$ cat src/rtl/sequenciador_contador.sv
// rtl/sequenciador_contador.sv - sweep controller for an external up/down counter
// Drives clear/enable/direction of a contador16-style counter through N programmed 0->limit->0 sweeps.
`timescale 1ns/1ps

module sequenciador_contador #(
   parameter int WIDTH        = 4,
   parameter int PAUSE_CYCLES = 3
) (
   input  logic             i_clk,
   input  logic             i_reset,
   input  logic             i_start,
   input  logic             i_abort,
   input  logic [WIDTH-1:0] i_limite,
   input  logic [1:0]       i_n_varreduras,
   input  logic [WIDTH-1:0] i_contagem_in,
   output logic             o_cnt_clear_n,
   output logic             o_cnt_enable,
   output logic             o_cnt_dir,
   output logic             o_busy,
   output logic             o_done,
   output logic [2:0]       o_estado
);

   localparam logic [2:0] S_IDLE  = 3'd0;
   localparam logic [2:0] S_CLEAR = 3'd1;
   localparam logic [2:0] S_UP    = 3'd2;
   localparam logic [2:0] S_PAUSE = 3'd3;
   localparam logic [2:0] S_DOWN  = 3'd4;
   localparam logic [2:0] S_DONE  = 3'd5;

   localparam logic [3:0] PC_LOAD = 4'(PAUSE_CYCLES - 1);

   logic [2:0]       r_estado;
   logic [WIDTH-1:0] r_lim_q;
   logic [1:0]       r_rem_q;
   logic [3:0]       r_pc_q;

   logic [2:0]       w_estado_nxt;
   logic [WIDTH-1:0] w_lim_nxt;
   logic [1:0]       w_rem_nxt;
   logic [3:0]       w_pc_nxt;
   logic             w_at_lim;
   logic             w_at_zero;

   // Stop decisions use the live counter value so the count halts exactly on the bound.
   assign w_at_lim  = (i_contagem_in == r_lim_q);
   assign w_at_zero = (i_contagem_in == '0);

   always_comb begin
      w_estado_nxt = r_estado;
      w_lim_nxt    = r_lim_q;
      w_rem_nxt    = r_rem_q;
      w_pc_nxt     = r_pc_q;
      if (i_abort) begin
         w_estado_nxt = S_IDLE;
      end else begin
         case (r_estado)
            S_IDLE: begin
               if (i_start) begin
                  w_lim_nxt    = i_limite;
                  w_rem_nxt    = i_n_varreduras;
                  w_estado_nxt = S_CLEAR;
               end
            end
            S_CLEAR: w_estado_nxt = S_UP;
            S_UP: begin
               if (w_at_lim) begin
                  w_pc_nxt     = PC_LOAD;
                  w_estado_nxt = S_PAUSE;
               end
            end
            S_PAUSE: begin
               if (r_pc_q == 4'd0) begin
                  w_estado_nxt = S_DOWN;
               end else begin
                  w_pc_nxt = r_pc_q - 4'd1;
               end
            end
            S_DOWN: begin
               if (w_at_zero) begin
                  if (r_rem_q == 2'd0) begin
                     w_estado_nxt = S_DONE;
                  end else begin
                     w_rem_nxt    = r_rem_q - 2'd1;
                     w_estado_nxt = S_UP;
                  end
               end
            end
            S_DONE:  w_estado_nxt = S_IDLE;
            default: w_estado_nxt = S_IDLE;
         endcase
      end
   end

   always_ff @(posedge i_clk or posedge i_reset) begin
      if (i_reset) begin
         r_estado <= S_IDLE;
         r_lim_q  <= '0;
         r_rem_q  <= '0;
         r_pc_q   <= '0;
      end else begin
         r_estado <= w_estado_nxt;
         r_lim_q  <= w_lim_nxt;
         r_rem_q  <= w_rem_nxt;
         r_pc_q   <= w_pc_nxt;
      end
   end

   assign o_estado      = r_estado;
   assign o_cnt_clear_n = (r_estado != S_CLEAR);
   assign o_cnt_enable  = ((r_estado == S_UP) && !w_at_lim) || ((r_estado == S_DOWN) && !w_at_zero);
   assign o_cnt_dir     = (r_estado == S_DOWN);
   assign o_busy        = (r_estado != S_IDLE);
   assign o_done        = (r_estado == S_DONE);

endmodule

$ cat config.mk
export PLATFORM = sky130hd
export DESIGN_NAME = sequenciador_contador
export DESIGN_NICKNAME = d
export VERILOG_FILES = /design/src/rtl/sequenciador_contador.sv
export SDC_FILE = /design/constraint.sdc
export NUM_CORES = 1
export LEC_CHECK = 0
export BUFFER_PORTS_ARGS = -buffer_cell sky130_fd_sc_hd__buf_4
export CAP_MARGIN = 0
export CORE_MARGIN = 2
export CORE_UTILIZATION = 45
export CTS_BUF_LIST = sky130_fd_sc_hd__clkbuf_4 sky130_fd_sc_hd__clkbuf_8
export DETAILED_ROUTE_END_ITERATION = 7
export PLACE_DENSITY_LB_ADDON = 0.3
export SLEW_MARGIN = 20
export SYNTH_ARGS = -nofsm -noshare
export SYNTH_HDL_FRONTEND = slang
export SYNTH_SLANG_ARGS = --single-unit
$ cat constraint.sdc
create_clock -name i_clk -period 3.5 [get_ports i_clk]
set_clock_uncertainty 0.1 [all_clocks]
set_input_delay 0 -clock i_clk [delete_from_list [all_inputs] [get_ports i_clk]]
set_output_delay 0 -clock i_clk [all_outputs]
set_load 0.05 [all_outputs]
== Word-level counts from Yosys, hierarchy flattened ==
Index checks and enable logic that the tools add are counted.

* Bits in registers: 13
* Bits of input ports: 14
* Output and inout port bits: 8
* Logic and storage cells: 53

* $add $sub $neg: 2
* Eq/ne operators: 16
* Muxes and demuxes: 14
* Bitwise operators: 1
* Reductions and logical operators: 16

{| class="wikitable"
|+ Operators with widths
! operator !! count
|-
| 3-bit 2-to-1 mux || 6
|-
| 3-bit one-hot mux with 5 select lines || 1
|-
| 3-bit != test, second input constant || 3
|-
| 4-bit zero test || 2
|-
| 4-bit 2-to-1 mux || 2
|-
| 2-bit != test, second input constant || 4
|-
| 4-bit one-hot mux with 2 select lines || 1
|-
| 4-bit AND reduction || 2
|-
| 3-bit by 2-bit equality test with 1-bit output, second input constant || 2
|-
| 3-bit equality test, second input constant || 2
|-
| 2-bit 2-to-1 mux || 3
|-
| 5-bit AND reduction || 1
|-
| 4-bit equality test || 1
|-
| 2-bit one-hot mux with 2 select lines || 1
|-
| 2-bit nonzero test || 2
|-
| 4-bit by 1-bit subtractor with 4-bit output, second input constant || 1
|-
| 3-bit by 1-bit equality test with 1-bit output, second input constant || 1
|-
| 3-bit zero test || 1
|-
| 3-bit by 1-bit != test with 1-bit output, second input constant || 1
|-
| 3-bit by 2-bit != test with 1-bit output, second input constant || 1
|-
| 3-bit AND reduction || 1
|-
| 3-bit nonzero test || 1
|-
| 1-bit logical AND || 2
|-
| 1-bit zero test || 2
|-
| other kinds (5) || 5
|}

== Logic depth before layout (Yosys ltp) ==
* Depth after elaboration: 5
* Mapped depth: 6
* Mapped depth without buffers: 6

== Least setup slack after synthesis ==
Ideal clock, no wire load.

* Kind: reg2reg
* From: register r_estado[2] (netlist: o_estado[2])
* To: register r_estado[0] (netlist: o_estado[0])
* Library setup time: 0.120 ns
* Data arrival time: 2.033 ns
* Required time: 3.280 ns
* Slack: 1.247 ns
* Cell stages (with the launch flop): 7
* Buffers on the path: 1
* Period minus slack after synthesis: 2.253 ns
* Cell sequence: dfrtp_1 > or3b_1 > clkbuf_1 > inv_1 > nand2_1 > and3_1 > a31o_2

* Longest elaborated chain between the ends: 3
* Elaborated cells on any way between the ends: 12
* Those cells by class: 8 x eq/ne; 2 x mux; 2 x reduce/logical

{| class="wikitable"
|+ RTL lines
! what !! line !! text
|-
| start: declaration || 33 || <nowiki>logic [2:0] r_estado;</nowiki>
|-
| start signal: assignment || 102 || <nowiki>r_estado <= w_estado_nxt;</nowiki>
|-
| 3-bit equality test * || -- ||
|-
| net o_cnt_dir || 18 || <nowiki>output logic o_cnt_dir,</nowiki>
|-
| 3-bit one-hot mux with 5 select lines / 3-bit by 2-bit != test with 1-bit output (equally long branches) || -- ||
|-
| 3-bit 2-to-1 mux / 4-bit AND reduction (equally long branches) || -- ||
|}

Mark *: on every way through the listed nets, which the timed path passes. The rest lies on a longest branch.
A chain may end at the register's enable or synchronous reset.

== Worst setup path after layout ==
* From: register r_pc_q[0]
* To: register r_pc_q[1]

* Longest elaborated chain between the ends: 3
* Elaborated cells on any way between the ends: 6
* Those cells by class: 1 x add/sub; 1 x eq/ne; 2 x mux; 2 x reduce/logical

{| class="wikitable"
|+ RTL lines
! what !! line !! text
|-
| start: declaration || 36 || <nowiki>logic [3:0] r_pc_q;</nowiki>
|-
| start signal: assignment || 105 || <nowiki>r_pc_q <= w_pc_nxt;</nowiki>
|-
| 4-bit by 1-bit subtractor with 4-bit output / 4-bit zero test (equally long branches) || 76, 73 ||
|-
| 4-bit 2-to-1 mux / 2-bit != test (equally long branches) || -- ||
|-
| 4-bit one-hot mux with 2 select lines / 4-bit AND reduction (equally long branches) || -- ||
|}

Parallel ways exist; a longest one is shown, timed or not. The select of a mux whose other input is x is not followed.

==> impl_metrics.json <==
{
  "ir_worst_vdd_mv": 0.4509,
  "max_freq_mhz": 510.1,
  "syn_area_um2": 885.9,
  "report.final.slew_viol_count": 0,
  "grt_pass1_vias": 794,
  "period_minus_slack_ps": 1960,
  "grt_antenna_before_repair": 0,
  "row_count": 16,
  "drt_pre_antenna_iters": 5,
  "place_area_um2": 1050,
  "synthTopCellsByArea": "dfrtp_1 (37%), mux2_4 (6.8%), ha_1 (4.2%)",
  "cp.required_ps": 3560,
  "diodes": 0,
  "grt_usage_pct": 18.04,
  "initial_utilization_pct": 46.58,
  "cts.sinks": 13,
  "viasPerCell": 5.514,
  "synth_top_family_by_area": "simple AND/OR/NAND/NOR gates",
  "clk_latency_ps": 270,
  "cts-buffers-inserted": 3,
  "syn-num-nets": 109,
  "gp_congestion": 0.8517,
  "post-dp-hpwl_um": 1465,
  "grt_pass1_wl_um": 3387,
  "fin_tns_setup_ps": 0,
  "worstSetupPathType": "reg -> reg",
  "route.detailed.drc": 0,
  "ys_async_sr_fraction_pct": 100.0,
  "pin_count": 22,
  "clock-root-buffer": "clkbuf_4",
  "yosysSeqAreaShare_pct": 36.72,
  "netlist_instances": 92,
  "core-area_um2": 1902,
  "synth-compound-area-share_pct": 16.81,
  "synthAdderAreaFrac_pct": 4.237,
  "synthToLayoutAreaGrowth_pct": 30.93,
  "avgSynthCellArea_um2": 9.629,
  "wl_per_cell_um": 12.86,
  "die_area_um2": 2340,
  "cp-end-kind": "flop",
  "final_net_count": 139,
  "hold_ws_ps": 105.8,
  "ys.flop_type": "dfrtp_1",
  "grt_overflow": 0,
  "grt_max_degree": 15,
  "cts_tree": "built",
  "fin_crit_sh_pct": 56.01,
  "drtIter0Drc": 21,
  "synth_largest_area_cell": "dfrtp_1",
  "dieWidth_um": 48.37,
  "die_h_um": 48.37,
  "muxShareOfSynthArea_pct": 9.322,
  "clk_path_buf_depth": 2,
  "worst_ep_arrival_time_ps": 2020,
  "port_buffers": 21,
  "ant_nets": 0,
  "p_leak_nw": 0.5524,
  "drive_gt1_share_pct": 29.75,
  "finish.utilization_pct": 60.99,
  "cp_max_fo": 6,
  "setup_viol": 0,
  "path_clk_slew_ps": 80,
  "htree_levels": 1,
  "ys_ff_latch": 13,
  "wl_um": 1903,
  "hp-class": "in -> reg",
  "dp_cells": 136,
  "yosys_warnings": 0,
  "relSlewSlack_pct": 62.39,
  "synthDistinctLibCells": 36,
  "synth-xor-area-share_pct": 4.944,
  "final_hold_viol_count": 0,
  "status": "finished, final reports clean",
  "synth_simple_gate_area_share_pct": 21.05,
  "power_density_nw_per_um2": 732.3,
  "tightest_slew_ps": 556.8,
  "synth_edf_count": 0,
  "instances_no_fill": 148,
  "synth_top_area_share_pct": 36.72,
  "max_cap_violations": 0,
  "rsz0062_at_grt": "no",
  "start_kind": "flop",
  "finalInstanceArea_um2": 1160,
  "ctsResizeCount": 0,
  "via_count": 816
}
-- final cells by class --
cell class,instances,area [um^2]
clock buffers,4,30.03
fillers,164,742.0
inverters,9,33.78
multi-input cells,66,499.2
flip-flops and latches,13,325.3
well taps,27,33.78
repair buffers,29,237.7
-- repair_timing --
action / CTS / global route
hold buffers: 8 / 0
endpoints found under the hold margin: 21 / 0
setup buffers: 0 / 0
-- layer usage --
| metal | part of all wire [%] | vias to the layer above | track usage [%] |
|---|---|---|---|
| met5 | 0 | - | 0 |
| met4 | 0.42 | 0 | 4.286 |
| met3 | 5.0 | 2 | 2.778 |
| met2 | 49 | 29 | 31.48 |
| met1 | 46 | 393 | 23.56 |
| li1 | - | 392 | - |
-- synth_stat cells, drive strengths merged (3+ instances only) --
cell and instances:
o21ai 4, nand2 5, xor2 4, nand2b 4
ha 3, nor3 6, mux2 6, nor4 3
a21oi 4, buf 3, or3 3, dfrtp 13
nor3b 3, inv 9
-- layout by cell type, fill, tap and decap left out, types with 2 or more instances in the layout --
cell,netlist,final
nor3b_1,3,3
nand2_1,5,5
nor4_1,3,3
o22ai_1,2,2
a31oi_1,2,2
o21ai_0,4,4
ha_1,3,3
xor2_1,4,4
nor3_1,5,5
dfrtp_1,13,13
o21a_1,2,2
or3_4,2,2
a31o_2,2,2
nor2_1,2,2
clkbuf_4,0,4
mux2_4,4,4
nand2b_1,4,4
buf_4,1,21
mux2_2,2,2
dlygate4sd3_1,0,8
inv_1,9,9
a21oi_1,4,4
-- where the power goes --
group / switching, W / internal, W / total (W)
registers: 0.0000732 / 0.000210 / 0.000283
logic: 0.000260 / 0.000207 / 0.000466
clock network: 0.0000486 / 0.0000518 / 0.000100
-- registers in the layout, indices dropped and copies added (netlist names) --
signal / flops
r_lim_q: 4
r_pc_q: 4
o_estado: 3
r_rem_q: 2
-- per-stage QoR --
stage / setup slack (ps) / total power (W)
after CTS: 1527 / 0.0008553
final: 1540 / 0.0008493
after global routing: 1390 / 0.0009180
after detailed placement: 1546 / 0.0007457
after floorplan: 1247 / 0.0006420
after global placement: 1649 / 0.0007296
-- worst max-delay path: stages, from the launching register on --
cell and delay (ps):
dfrtp_1 420, inv_1 110, ha_1 140, nor3b_1 350, nor3_2 140, a21oi_1 240, mux2_2 360
-- kinds of logic after synthesis --
logic type	Yosys count
fa+ha+maj	3
flops	13
simple gates	30
xor+xnor	5
compound gates	22
mux	6
buf+inv	13
-- path summary, 6_finish.rpt --
kind / startpoint / end / slack [ps] / depth (start not counted)
min: i_contagem_in[3] / o_estado[2]$_DFFE_PP0P_ / 110 / 4
max reg2reg: r_pc_q[0]$_DFFE_PP0P_ / r_pc_q[1]$_DFFE_PP0P_ / 1540 / 6
max in group asynchronous: i_reset / o_estado[0]$_DFFE_PP0P_ / 2740 / 3
min reg2reg: r_lim_q[3]$_DFFE_PP0P_ / r_lim_q[3]$_DFFE_PP0P_ / 450 / 1
min in group asynchronous: i_reset / r_lim_q[1]$_DFFE_PP0P_ / 220 / 3
max: r_pc_q[0]$_DFFE_PP0P_ / r_pc_q[1]$_DFFE_PP0P_ / 1540 / 6
Power figures use the tool's default switching activity.
